## src/rtl/gshare_predictor_pkg.sv

```systemverilog
// Shared declarations for the gshare predictor: history sizing, the tracking-slot
// record and the 2-bit saturating counter helpers.
package common;

    localparam logic [6:0] B_TYPE      = 7'b1100011;
    localparam int         GHR_BITS    = 8;
    localparam int         PHT_ENTRIES = 2 ** GHR_BITS;

    typedef struct packed {
        logic                valid;
        logic [GHR_BITS-1:0] idx;
        logic                pred;
    } pred_slot_t;

    function automatic logic [1:0] sat2_inc(input logic [1:0] cnt);
        return (cnt == 2'b11) ? cnt : cnt + 2'd1;
    endfunction

    function automatic logic [1:0] sat2_dec(input logic [1:0] cnt);
        return (cnt == 2'b00) ? cnt : cnt - 2'd1;
    endfunction

endpackage

```

## src/rtl/gshare_predictor_pht.sv

```systemverilog
// Pattern history table: one 2-bit saturating counter per history index, with a
// combinational read port and a single training port.
module gshare_pht
    import common::*;
#(
    parameter logic [1:0] COUNTER_INIT = 2'b01
) (
    input  logic                clk,
    input  logic                reset_n,
    input  logic [GHR_BITS-1:0] rd_idx,
    output logic [1:0]          rd_cnt,
    input  logic                upd_en,
    input  logic [GHR_BITS-1:0] upd_idx,
    input  logic                upd_taken
);

    logic [1:0] cnt_reg [PHT_ENTRIES];

    // Asynchronous reset of every counter keeps this in registers rather than RAM.
    always_ff @(posedge clk or negedge reset_n) begin
        if (!reset_n) begin
            for (int i = 0; i < PHT_ENTRIES; i++) begin
                cnt_reg[i] <= COUNTER_INIT;
            end
        end else if (upd_en) begin
            cnt_reg[upd_idx] <= upd_taken ? sat2_inc(cnt_reg[upd_idx])
                                          : sat2_dec(cnt_reg[upd_idx]);
        end
    end

    // Read sees the pre-update value; a same-cycle write shows up next cycle.
    assign rd_cnt = cnt_reg[rd_idx];

endmodule

```

## src/rtl/gshare_predictor.sv

```systemverilog
// Gshare predictor top: history register, two-stage prediction tracking and
// misprediction statistics around the shared pattern history table.
module gshare_predictor
    import common::*;
#(
    parameter logic [1:0] COUNTER_INIT = 2'b01,
    parameter int          CNT_W        = 32
) (
    input  logic             clk,
    input  logic             reset_n,
    input  logic             lookup_valid,
    input  logic [31:0]      lookup_pc,
    output logic             prediction,
    input  logic             advance,
    input  logic             flush,
    input  logic             resolve_valid,
    input  logic             resolve_taken,
    output logic             mispredict,
    output logic [CNT_W-1:0] predict_cnt,
    output logic [CNT_W-1:0] mispredict_cnt
);

    logic [GHR_BITS-1:0] ghr_reg;
    logic [GHR_BITS-1:0] lookup_idx;
    logic [1:0]          rd_cnt;
    logic                upd;
    pred_slot_t          slot1_reg;
    pred_slot_t          slot2_reg;
    logic [CNT_W-1:0]    predict_cnt_reg;
    logic [CNT_W-1:0]    mispredict_cnt_reg;
    logic                unused_pc;

    assign unused_pc  = ^{lookup_pc[31:GHR_BITS+2], lookup_pc[1:0]};
    assign lookup_idx = lookup_pc[GHR_BITS+1:2] ^ ghr_reg;
    assign prediction = lookup_valid & rd_cnt[1];

    // A resolve only counts when slot 2 holds a live branch and it leaves EX this cycle.
    assign upd        = resolve_valid & slot2_reg.valid & (advance | flush);
    assign mispredict = upd & (resolve_taken != slot2_reg.pred);

    gshare_pht #(
        .COUNTER_INIT(COUNTER_INIT)
    ) u_pht (
        .clk      (clk),
        .reset_n  (reset_n),
        .rd_idx   (lookup_idx),
        .rd_cnt   (rd_cnt),
        .upd_en   (upd),
        .upd_idx  (slot2_reg.idx),
        .upd_taken(resolve_taken)
    );

    always_ff @(posedge clk or negedge reset_n) begin
        if (!reset_n) begin
            ghr_reg            <= '0;
            slot1_reg          <= '0;
            slot2_reg          <= '0;
            predict_cnt_reg    <= '0;
            mispredict_cnt_reg <= '0;
        end else begin
            if (flush) begin
                slot1_reg.valid <= 1'b0;
                slot2_reg.valid <= 1'b0;
            end else if (advance) begin
                slot1_reg <= '{valid: lookup_valid, idx: lookup_idx, pred: prediction};
                slot2_reg <= slot1_reg;
            end

            // History is architectural: shifted only by resolved outcomes.
            if (upd) begin
                ghr_reg <= {ghr_reg[GHR_BITS-2:0], resolve_taken};
                if (predict_cnt_reg != {CNT_W{1'b1}}) begin
                    predict_cnt_reg <= predict_cnt_reg + CNT_W'(1);
                end
                if (mispredict && (mispredict_cnt_reg != {CNT_W{1'b1}})) begin
                    mispredict_cnt_reg <= mispredict_cnt_reg + CNT_W'(1);
                end
            end
        end
    end

    assign predict_cnt    = predict_cnt_reg;
    assign mispredict_cnt = mispredict_cnt_reg;

endmodule
```

## config.mk

```make
export PLATFORM = sky130hd
export DESIGN_NAME = gshare_predictor
export DESIGN_NICKNAME = d
export VERILOG_FILES = /design/src/rtl/gshare_predictor_pkg.sv /design/src/rtl/gshare_predictor_pht.sv /design/src/rtl/gshare_predictor.sv
export SDC_FILE = /design/constraint.sdc
export NUM_CORES = 1
export LEC_CHECK = 0
export CAP_MARGIN = 20
export CORE_MARGIN = 5
export CORE_UTILIZATION = 35
export DETAILED_ROUTE_END_ITERATION = 7
export GPL_TIMING_DRIVEN = 0
export PLACE_DENSITY_LB_ADDON = 0.05
export SETUP_SLACK_MARGIN = 0.02
export SKIP_CTS_REPAIR_TIMING = 1
export SYNTH_ARGS = -nofsm -noshare
export SYNTH_HDL_FRONTEND = slang
export SYNTH_HIERARCHICAL = 1
export SYNTH_SLANG_ARGS = --single-unit
```

## constraint.sdc

```tcl
create_clock -name clk -period 5.5 [get_ports clk]
set_input_delay 0.825 -clock clk [delete_from_list [all_inputs] [get_ports clk]]
set_output_delay 0.825 -clock clk [all_outputs]
set_load 0.05 [all_outputs]
```

# Word-level counts from Yosys, hierarchy flattened
# Index checks and enable logic that the tools add are counted.
dict set report totals {
  reg_bits 604
  in_bits 39
  out_inout_bits 66
  elab_cells 308
}
dict set report op_classes {
  addsub 4
  n_lt_le_gt_ge 3
  n_eq_ne 4
  mux 16
  n_bitwise 9
  n_reduce_logical 7
}
# cell n
set op_table {}
lappend op_table {{512-bit bitwise mux} 1}
lappend op_table {{32-bit by 1-bit adder with 32-bit output, second input constant} 2}
lappend op_table {{32-bit inequality test, second input constant} 2}
lappend op_table {{2-bit binary-select mux with 8-bit select} 2}
lappend op_table {{10-bit two-way mux} 2}
lappend op_table {{9-bit greater-or-equal comparator, second input constant} 2}
lappend op_table {{8-bit NOT with 9-bit output} 2}
lappend op_table {{2-bit demux with 8-bit select} 1}
lappend op_table {{2-bit two-way mux} 8}
lappend op_table {{9-bit by 1-bit less-than comparator with 1-bit output, second input constant} 1}
lappend op_table {{8-bit XOR} 1}
lappend op_table {{2-bit AND reduction} 3}
lappend op_table {{1-bit bitwise AND} 4}
lappend op_table {{2-bit by 1-bit adder with 2-bit output, second input constant} 1}
lappend op_table {{2-bit equality test, second input constant} 1}
lappend op_table {{1-bit logical AND} 2}
lappend op_table {{2-bit logical NOT} 1}
lappend op_table {{1-bit two-way mux} 2}
lappend op_table {{2-bit nonzero test} 1}
lappend op_table {{2-bit by 1-bit subtractor with 2-bit output, second input constant} 1}
lappend op_table {{1-bit inequality test} 1}
lappend op_table {{1-bit NOT} 1}
lappend op_table {{1-bit OR} 1}

# Longest topological paths before layout
# Gate-level depths: netlist of the first run.
dict set report logic_depth {
  ltp_word 8
  depth_mapped 14
  depth_no_buf 8
}

# By module
# The synthesis of the first run kept the hierarchy.
# module n_inst cells_each area_each_um2 seq_area_each_um2
set modules_own_cells {}
lappend modules_own_cells {gshare_pht 1 2513 28512.3 13132.6}
lappend modules_own_cells {gshare_predictor 1 383 4275.4 2302.2}

# Worst setup path after synthesis of the first run
# OpenSTA, ideal clock, no wires.
dict set report synth_timing {
  path_type {input to output}
  start {in lookup_pc[2]}
  end {out prediction}
  t_arrival_ns 3.836
  required_time_ns 4.675
  slack_ns 0.839
  path_stages 8
  n_path_buf 2
  cell_sequence {xor2_1 > buf_2 > buf_2 > mux4_2 > mux4_2 > mux4_2 > mux4_2 > and2_1}
}
dict set report synth_between {
  elab_chain_cells 6
}
# element line
set synth_lines {}
lappend synth_lines {{start: declaration} gshare_predictor.sv:12} ;# input logic [31:0] lookup_pc,
lappend synth_lines {{8-bit XOR} gshare_predictor.sv:34} ;# assign lookup_idx = lookup_pc[GHR_BITS+1:2] ^ ghr_reg;
lappend synth_lines {{8-bit NOT with 9-bit output (not written as such)} gshare_predictor_pht.sv:32} ;# assign rd_cnt = cnt_reg[rd_idx];
lappend synth_lines {{2-bit binary-select mux with 8-bit select} gshare_predictor_pht.sv:32}
lappend synth_lines {{2-bit two-way mux (not written as such) (2 in series)} gshare_predictor_pht.sv:32}
lappend synth_lines {{named net rd_cnt[1]} gshare_predictor.sv:25} ;# logic [1:0] rd_cnt;
lappend synth_lines {{1-bit bitwise AND} gshare_predictor.sv:35} ;# assign prediction = lookup_valid & rd_cnt[1];
lappend synth_lines {{end: declaration} gshare_predictor.sv:13} ;# output logic prediction,
# The timed path passes the listed nets, and every way through them passes these cells. The select of a mux whose other input is x is not followed.

# Worst setup path in the final report of the first run
dict set report layout_timing {
  start {in lookup_pc[3]}
  end {out prediction}
}
dict set report layout_between {
  elab_chain_cells 6
}
# element line
set layout_lines {}
lappend layout_lines {{8-bit XOR} gshare_predictor.sv:34}
lappend layout_lines {{named net lookup_idx[1]} gshare_predictor.sv:24} ;# logic [GHR_BITS-1:0] lookup_idx;
lappend layout_lines {{8-bit NOT with 9-bit output (not written as such)} gshare_predictor_pht.sv:32}
lappend layout_lines {{2-bit binary-select mux with 8-bit select} gshare_predictor_pht.sv:32}
lappend layout_lines {{2-bit two-way mux (not written as such) (2 in series)} gshare_predictor_pht.sv:32}
lappend layout_lines {{named net rd_cnt[1]} gshare_predictor.sv:25}
lappend layout_lines {{1-bit bitwise AND} gshare_predictor.sv:35}
# The timed path passes the listed nets, and every way through them passes these cells. The select of a mux whose other input is x is not followed.

==> results.toml, run 1 <==
[global_route]
groute.usage.overall = 0.2605
grt_overflow_total = 0
antenna_found_initial = 5
grt_max_degree = 118
grt_pass1_wl_mm = 177.2
grt_pass1_vias = 23530

[detailed_routing]
drtIter0Drc = 2527
wire_per_inst_um = 29.39
viasPerCell = 5.656
firstDrtPassIters = 6
num_vias = 23897
detail_route.drc_violations = 0
ant_nets = 0
wirelength_mm = 124.2

[power_and_ir_drop]
swShare = 0.3607
p_seq_frac = 0.346
p_switching_uw = 4797
leakagePower_uw = 0.01403
clkPwrFrac = 0.370
power_density_mw_per_mm2 = 365.3
ir_drop_uv = 227.6
pwr-share-comb = 0.284
cell_internal_pwr_uw = 8502

[placed_design]
place_congestion = 0.9093
io_buffers = 80
dpl.hpwl_mm = 87.93

[yosys]
synth_area_per_cell_sq_um = 10.98
synth_fp_nets = 2852
synth_cells = 2811
ys_warn_count = 6
syn_area_sq_mm = 0.03087

[timing]
slew_viol_final = 0
worstMarginPinSlew_ns = 1.262
fin_crit_ns = 5.448
timing.hold.ws_ns = 0.1835
finClkSkew_ns = 0.02915
fmax_ghz = 0.1836
rsz0062_at_grt = "no"
relSlewSlack = 0.1584
hold_violations = 0
fin_crit_sh = 0.9905
setup_viol = 0

[floorplan]
die-width_um = 307
core_sq_mm = 0.08797
core.rowCount = 109
die_area_sq_mm = 0.09425
ios = 105
start_util = 0.3510
die_h_um = 307

[cells_and_area]
fillers = 8496
layout-drive-gt1-share = 0.3195
largest_reg_flops = 512
finalNetCount = 3039
final_common_cell = "nand2_1"
utilization = 0.4139
layout_common_cells = "nand2_1 (838), dfrtp_1 (348), dfstp_2 (256)"
area_growth_pct = 17.92

[clocking]
cts_buffer_depth = 3
clock_sinks = 604
clk_latency_ns = 0.62
htreeDepth = 3
cts_tree = "yes"
clk_pin_slew_worst_paths_ns = 0.06
cts_made_buffers = 74
clock-root-buffer = "clkbuf_16"

[worst_setup_path]
critPathMaxFanout = 6
cp-end-kind = "output pin"
required_ns = 4.68
start_kind = "input pin"
cp.arrival_ns = 4.62
crit_type = "in -> out"
reg2regPathDepth = 10

[outcome]
status = "finished clean"

[job]
cap_violations = 0

[hold_path]
hold_class = "in -> async"
==> metal layers <==
metal,GRT usage,wire (um),vias up
li1,-,-,10415
met1,0.3595,51870,12166
met2,0.4050,56150,1054
met3,0.05620,10500,258
met4,0.1014,5641,4
met5,0,27,-
==> stage by stage <==
step,std cells,worst slack (ns),instance area [sq um],setup TNS (ns),total power (uW)
after floorplan,2811,1.047,30870,0,6534
after global placement,4056,-24.00,33130,-,8204
after detailed placement,4084,-1.458,33670,-1.778,8266
after CTS,4220,-1.470,36080,-1.470,13240
after global routing,4223,0.03193,36400,0,13690
final,4225,0.05247,36410,0,13300
==> power by group through the flow <==
stage	Combinational, uW	Clock, uW	Sequential [uW]
after floorplan	1840	0	4690
after detailed placement	3590	0	4680
after CTS	3600	5040	4600
after global routing	3850	5220	4620
after global placement	3530	0	4670
final	3780	4910	4610
==> final cells by class <==
type | instances | area, sq um | share of cell area
Buffer | 200 | 1409 | 0.03870
Multi-Input combinational cell | 2001 | 14310 | 0.3932
Tap cell | 1165 | 1458 | 0.04004
Clock inverter | 15 | 140.1 | 0.003849
Antenna cell | 2 | 5.005 | 0.0001375
Timing Repair Buffer | 111 | 1351 | 0.03712
Inverter | 6 | 22.52 | 0.0006186
Clock buffer | 121 | 2272 | 0.06241
Sequential cell | 604 | 15430 | 0.4240
==> path summary, 6_finish.rpt <==
check	start	slack (ns)	endpoint
worst min-delay path	reset_n	0.18	mispredict_cnt[22]
worst min register to register	u_pht/cnt_reg[362]	0.46	u_pht/cnt_reg[362]
worst max register to register	slot2_reg[4]	0.09	u_pht/cnt_reg[399]
max in group asynchronous	reset_n	3.71	u_pht/cnt_reg[301]
min in group clk	u_pht/cnt_reg[362]	0.46	u_pht/cnt_reg[362]
worst max-delay path	lookup_pc[3]	0.05	prediction
==> critical path, stage by stage <==
cell and delay (ns):
clkdlybuf4s50_1 0.57, xor2_4 0.33, buf_8 0.22, buf_4 0.25
mux4_2 0.38, mux4_2 0.56, mux4_2 0.48, mux4_2 0.56
and2_1 0.19, clkbuf_4 0.21
Power figures use the tool's default switching activity.
==> run 2, diff against run 1 <==
--- a/config.mk
+++ b/config.mk
@@ -5,7 +5,6 @@
 export SDC_FILE = /design/constraint.sdc
 export NUM_CORES = 1
 export LEC_CHECK = 0
-export CAP_MARGIN = 20
 export CORE_MARGIN = 5
 export CORE_UTILIZATION = 35
 export DETAILED_ROUTE_END_ITERATION = 7
==> run 2 against run 1 <==
Against the previous run: worst setup slack worse by 0.40 ns; clock power shrank 0.8%; sequential share of layout area rose by 0.59 points; the flow now finishes with violations (max-capacitance violations, max-slew violations, negative setup slack); sequential power about the same; first-iteration DRC count decreased by 2.7%; maximum frequency is 6.8% lower; critical endpoint unchanged; core utilization shrank 0.57 points; highest routed layer unchanged; global-route usage fell by 0.14 points; critical path depth did not move; total power is 1.4% lower; wire length shrank 0.66%; largest power group unchanged; count of clock-buffer cells in the layout rose by 2.
==> results.toml, run 2 (synthesis results as in run 1) <==
[worst_setup_path]
r2r-end = "u_pht/cnt_reg[281]"
r2r_slack_ns = 0
crit_top_cell = "mux4_2"
critPathLaunch = "lookup_pc[2]"
crit_type = "in -> out"
cp-endpoint = "prediction"
r2r-start = "slot2_reg[1]"
reg2regPathDepth = 11
cp.arrival_ns = 5.02
max_stage_delay_ns = 0.59
required_ns = 4.68
critPathMaxFanout = 6
worstPathCellList = "clkdlybuf4s50_1 > xor2_4 > buf_4 > clkbuf_4 > mux4_2 > mux4_2 > mux4_2 > mux4_2 > and2_1 > dlymetal6s2s_1"
cp-end-kind = "output pin"
cp_slowest_cell = "mux4_2"
start_kind = "input pin"

[power_and_ir_drop]
ir_drop_uv = 204.4
p_total_uw = 13120
leakagePower_uw = 0.01381
power_density_mw_per_mm2 = 365.3

[floorplan]
die_area_sq_mm = 0.09425
die-width_um = 307
ios = 105
core.rowCount = 109
start_util = 0.3510
core_sq_mm = 0.08797
die_h_um = 307

[cells_and_area]
fillers = 8540
fin_area_sq_mm = 0.03590
final_common_cell = "nand2_1"
layout_common_cells = "nand2_1 (838), dfrtp_1 (348), dfstp_2 (256)"
layout-drive-gt1-share = 0.3148
seqCellArea_sq_mm = 0.01543
diodes = 0
finalNetCount = 3019
multi_input_area_sq_mm = 0.01431
largest_reg_flops = 512
area_growth_pct = 16.29
final_cells = 4205

[timing]
worst_slack_ns = -0.3452
fin_crit_sh = 1.063
setup_viol = 1
rsz0062_at_grt = "yes"
timing.hold.ws_ns = 0.1798
hold_violations = 0
worstMarginPinSlew_ns = 1.531
fin_crit_ns = 5.845
fmax_ghz = 0.1711
slew_viol_final = 11
finClkSkew_ns = 0.02360
relSlewSlack = -0.02055

[outcome]
status = "finished with violations"
violations = "max-capacitance violations, max-slew violations, negative setup slack"

[detailed_routing]
num_vias = 23887
drtIter0Drc = 2459
wirelength_mm = 123.4
detail_route.drc_violations = 0
viasPerCell = 5.681
wire_per_inst_um = 29.34
firstDrtPassIters = 5
ant_nets = 0

[global_route]
grt_max_degree = 118
antenna_found_initial = 5
groute.usage.overall = 0.2591
grt_pass1_vias = 23506
grt_overflow_total = 0
grt_pass1_wl_mm = 176.4

[placed_design]
place_area_sq_mm = 0.03337
dp_slack_ns = -1.449
place_congestion = 0.9093
io_buffers = 80
dpl.hpwl_mm = 85.55
numPlacedInstances = 4066

[job]
cap_violations = 2

[clocking]
clk_pin_slew_worst_paths_ns = 0.05
clk_latency_ns = 0.62
htreeDepth = 3
cts_made_buffers = 75
cts_tree = "yes"
clock_sinks = 604
clock-root-buffer = "clkbuf_16"
cts_buffer_depth = 3

[hold_path]
hold_class = "in -> async"
-- run 2: worst min-delay path by stage --
stage | start | to | slack, ns | cells past startpoint
finish | reset_n | mispredict_cnt[22] | 0.18 | 1
global route | reset_n | mispredict_cnt[22] | 0.22 | 1
CTS | reset_n | mispredict_cnt[22] | 0.19 | 1
detailed placement | u_pht/cnt_reg[404] | u_pht/cnt_reg[404] | 0.45 | 2
global placement | u_pht/cnt_reg[440] | u_pht/cnt_reg[440] | 0.45 | 2
floorplan | u_pht/cnt_reg[440] | u_pht/cnt_reg[440] | 0.44 | 2
-- run 2: layer usage --
layer / global-route usage / vias up / routed length [um]
li1: - / 10390 / -
met1: 0.3564 / 12196 / 51720
met2: 0.4072 / 1071 / 56660
met3: 0.05930 / 226 / 10480
met4: 0.09008 / 4 / 4490
met5: 0 / - / 27
-- run 2: power breakdown --
| part | total, uW | internal (uW) | leakage, uW | switching, uW |
|---|---|---|---|---|
| clock | 4870 | 2860 | 0.00119 | 2010 |
| sequential | 4610 | 4530 | 0.00745 | 79.5 |
| combinational | 3640 | 947 | 0.00517 | 2690 |
| total | 13100 | 8340 | 0.0138 | 4780 |
-- run 2: cell type report --
cell class / instances / area share
well taps: 1165 / 0.04060
multi-input cells: 2001 / 0.3986
inverters: 6 / 0.0006273
clock inverters: 16 / 0.003415
plain buffers: 200 / 0.03457
repair buffers: 90 / 0.02823
clock buffers: 123 / 0.06409
flip-flops and latches: 604 / 0.4299
-- run 2: metrics by stage --
step / setup TNS [ns] / util
4_1_cts: -10.29 / 0.4069
3_3_place_gp: - / 0.3766
6_report: -0.3452 / 0.4082
5_1_grt: -0.3814 / 0.4082
2_1_floorplan: 0 / -
3_5_place_dp: -7.338 / 0.3793
-- run 2: worst max-delay path, delay by kind of cell --
kind,cells,cell delay [ns]
mux,4,2.18
buf+inv,4,1.52
xor+xnor,1,0.28
simple gates,1,0.18
==> RTL change 1: new RTL, flow settings as in run 1 <==
The parameter `CNT_W` goes from 32 to 28.
--- a/src/rtl/gshare_predictor.sv
+++ b/src/rtl/gshare_predictor.sv
@@ -5,5 +5,5 @@
 #(
     parameter logic [1:0] COUNTER_INIT = 2'b01,
-    parameter int          CNT_W        = 32
+    parameter int          CNT_W        = 28
 ) (
     input  logic             clk,
Interface: changed (resized mispredict_cnt and predict_cnt); port bits go from 105 to 97. No check against the original RTL was run, so the function may have changed too.
==> RTL change 1 against run 1 <==
  * The run now ends with negative setup slack left
  * Power decreased by 1.9%
  * Sequential power decreased by 1%
  * Global-route usage decreased by 0.11 points
  * Design area decreased by 2.1%
  * Wire length decreased by 1.3%
  * Setup slack got worse by 58 ps
  * Area after synthesis decreased by 1.3%
  * Sequential cell count decreased by 8
==> RTL change 1: results (changes against run 1) <==
* Top Layer Used: met4 (was met5)
* Dpl hpwl at 86350 um (was 87930 um)
* CP arrival at 4680 ps (was 4620 ps)
* R2R Path End: u_pht/cnt_reg[231]$_DFFE_PN0P_ (was u_pht/cnt_reg[399]$_DFFE_PN0P_)
* Min Hold Slack at 183.5 ps (about the same)
* Post-route setup slack at -5.736 ps (was 52.47 ps)
* Crit-path max FO at 10 (was 6)
* Clk pwr share at 36.8% (was 37.0%)
* Synth Instances at 2763 (was 2811)
* Final setup violating endpoints at 1 (was 0)
* Routability cong. at 0.9598 (was 0.9093)
* Nets at 2975 (was 3039)
* Gr usage total at 25.93% (was 26.05%)
* FF-to-FF setup slack at 50 ps (was 90 ps)
* Pre-Repair DR Iteration Count at 5 (was 6)
* Average via count per standard cell at 5.649 (was 5.656)
* Leak at 0.01358 uW (was 0.01403 uW)
* GR Layer Usage met3 at 4.972% (was 5.620%)
* Drt initial violations at 2228 (was 2527)
* Fin Setup TNS at -5.736 ps (was 0 ps)
* R2R depth at 14 (was 10)
* FF-to-FF Start: slot2_reg[3]$_DFFE_PN0P_ (was slot2_reg[4]$_DFFE_PN0P_)
* Met2 GRT Util at 39.90% (was 40.50%)
* Status: finished with violations (was complete, no violations)
* Slowest stage cell, crit path: mux4_2 (was clkdlybuf4s50_1)
* Met2 wire length at 55210 um (was 56150 um)
* PortBufs at 72 (was 80)
* Final Skew at 36.32 ps (was 29.15 ps)
* Global-route wire length before repair at 174500 um (was 177200 um)
* WL met1 at 51910 um (was 51870 um)
* TritonCTS Buffers at 72 (was 74)
* Failing checks: negative setup slack
* Largest net degree at the start of global routing at 124 (was 118)
==> RTL change 1: cell types whose count changed in the layout (fill, tap and decap cells not counted), moves of 7 or more <==
| cell | delta |
|---|---|
| and3_1 | -8 |
| and4_1 | -8 |
| buf_8 | -8 |
| clkbuf_1 | -11 |
| clkdlybuf4s50_1 | -8 |
| dfrtp_1 | -8 |
| nor2_1 | -7 |
| nor3_1 | -7 |
| xnor2_1 | +15 |
| xor2_1 | -24 |
==> RTL change 1: cell type report <==
| cell class | count | area, um2 |
|---|---|---|
| buffer | 192 | 1286 |
| clock inverter | 17 | 155.1 |
| inverter | 12 | 45.04 |
| multi-input combinational | 1963 | 14110 |
| clock buffer | 116 | 2202 |
| antenna | 1 | 2.502 |
| tap | 1155 | 1445 |
| fill | 8293 | 50980 |
| sequential | 596 | 15230 |
| timing repair buffer | 97 | 1157 |
==> RTL change 1: how the worst max path moves through the flow <==
| stage | from | end | slack (ps) | depth (start not counted) |
|---|---|---|---|---|
| floorplan | lookup_pc[2] | prediction | 1050 | 8 |
| global placement | reset_n | u_pht/cnt_reg[109]$_DFFE_PN0P_ | -23780 | 1 |
| global route | lookup_pc[3] | prediction | 20 | 10 |
| detailed placement | lookup_pc[3] | prediction | -1430 | 10 |
| finish | lookup_pc[3] | prediction | -6 | 10 |
| CTS | lookup_pc[3] | prediction | -1440 | 10 |
==> RTL change 1: metrics by stage <==
step | setup WS, ps | util, % | instances | instance area, um2
2_1_floorplan | 1047 | - | 2763 | 30480
3_3_place_gp | -23780 | 37.69 | 3990 | 32640
3_5_place_dp | -1431 | 38.19 | 4013 | 33080
4_1_cts | -1440 | 40.91 | 4146 | 35440
5_1_grt | 19.49 | 41.15 | 4148 | 35640
6_report | -5.736 | 41.15 | 4149 | 35640
==> RTL change 2: new RTL, settings of run 1 <==
Without the edit above. Register the output `predict_cnt` once more; this adds one clock of latency there. The other outputs are not delayed to match.
--- a/src/rtl/gshare_predictor.sv
+++ b/src/rtl/gshare_predictor.sv
@@ -80,5 +80,7 @@
     end
 
-    assign predict_cnt    = predict_cnt_reg;
+    always_ff @(posedge clk) begin
+        predict_cnt <= predict_cnt_reg;
+    end
     assign mispredict_cnt = mispredict_cnt_reg;
 
Formal check against the unedited RTL: not equivalent (a bounded check fails within 4 cycles, from zero or initial values and one cycle with reset_n low).
==> RTL change 2 against run 1 <==
  * Design area grew 2.0%
  * Die area grew 2.2%
  * Sequential share of layout area grew 0.88 points
  * Clock power grew 8.6%
  * Power grew 4.5%
  * Final cell count grew 1.1%
  * Sequential cell count grew 32
  * Setup slack gained 8.3 ps
  * Wire length grew 0.87%
  * Area after synthesis grew 2.3%
  * Critical path type unchanged
==> RTL change 2: results (changes against run 1) <==
* Slew margin rel. at 14.68% (was 15.83%)
* Pre-CTS setup slack at -1541 ps (was -1458 ps)
* CP arrival at 4610 ps (was 4620 ps)
* Slowest stage cell, crit path: mux4_2 (was clkdlybuf4s50_1)
* Final Skew at 37.44 ps (was 29.15 ps)
* Number of global-route vias before repair at 23910 (was 23530)
* Initial antenna violation count at 3 (was 5)
* Net Count, Synth at 2890 (was 2852)
* Average via count per standard cell at 5.611 (was 5.656)
* Max reg flops at 512 (unchanged)
* Nets at 3070 (was 3039)
* Fill cells at 8570 (was 8496)
* Clk_lat worst skew at 650 ps (was 620 ps)
* Drt initial violations at 2563 (was 2527)
* Global-route wire length before repair at 178400 um (was 177200 um)
* Status: complete, no violations (unchanged)
* VDD IR-drop max at 267.1 uV (was 227.6 uV)
* TritonCTS Buffers at 76 (was 74)
* DP Area at 0.03430 mm2 (was 0.03367 mm2)
* Dpl hpwl at 88300 um (was 87930 um)
* Largest net degree at the start of global routing at 111 (was 118)
* H-Tree Depth at 3 (unchanged)
* Layout cells sized above 1 at 32.12% (was 31.95%)
* Leak at 0.01425 uW (was 0.01403 uW)
* Routability cong. at 0.9424 (was 0.9093)
[RTL change 2: stage by stage]
step,total power (uW),std cells,utilization (%)
3_3_place_gp,8470,4105,37.74
3_5_place_dp,8507,4126,38.22
2_1_floorplan,6778,2849,-
6_report,13900,4270,41.40
4_1_cts,13900,4267,41.16
5_1_grt,14290,4268,41.39
[RTL change 2: report_power, final]
part	switching, uW	internal, uW
clock	2120	3220
combinational	2720	993
sequential	85.6	4770
total	4920	8980
[RTL change 2: cell type report]
class | count | area, um2 | area share, %
tap | 1176 | 1471 | 3.961
sequential | 636 | 16080 | 43.28
multi-input combinational | 2006 | 14390 | 38.73
inverter | 13 | 48.80 | 0.1314
clock buffer | 116 | 2296 | 6.181
buffer | 194 | 1304 | 3.510
clock inverter | 25 | 341.6 | 0.9195
timing repair buffer | 102 | 1219 | 3.281
antenna | 2 | 5.005 | 0.01347
[RTL change 2: layer usage]
metal / vias up / track usage [%] / routed length (um)
met3: 270 / 6.473 / 10180
met4: 2 / 10.85 / 6093
li1: 10534 / - / -
met1: 12157 / 34.42 / 51810
met2: 997 / 41.10 / 57180
met5: - / 0 / 11
[RTL change 2: path summary, 6_finish.rpt]
| path | start | end | slack (ps) | cells after the start |
|---|---|---|---|---|
| setup / recovery | lookup_pc[3] | prediction | 60 | 10 |
| hold / removal | reset_n | mispredict_cnt[19]$_DFFE_PN0P_ | 140 | 1 |
| setup reg to reg | slot2_reg[1]$_DFFE_PN0P_ | u_pht/cnt_reg[169]$_DFFE_PN0P_ | 310 | 11 |
| hold reg to reg | predict_cnt_reg[12]$_DFFE_PN0P_ | predict_cnt[12]$_DFF_P_ | 430 | 0 |
| max in group asynchronous | reset_n | u_pht/cnt_reg[82]$_DFFE_PN1P_ | 3180 | 5 |
| min in group clk | predict_cnt_reg[12]$_DFFE_PN0P_ | predict_cnt[12]$_DFF_P_ | 430 | 0 |
[RTL change 2: worst max-delay path: cells and delay by family]
| family | cells | cell delay, ps |
|---|---|---|
| multiplexers | 4 | 1970 |
| buffers and inverters | 4 | 1360 |
| XOR/XNOR | 1 | 250 |
| AND/OR/NAND/NOR | 1 | 180 |
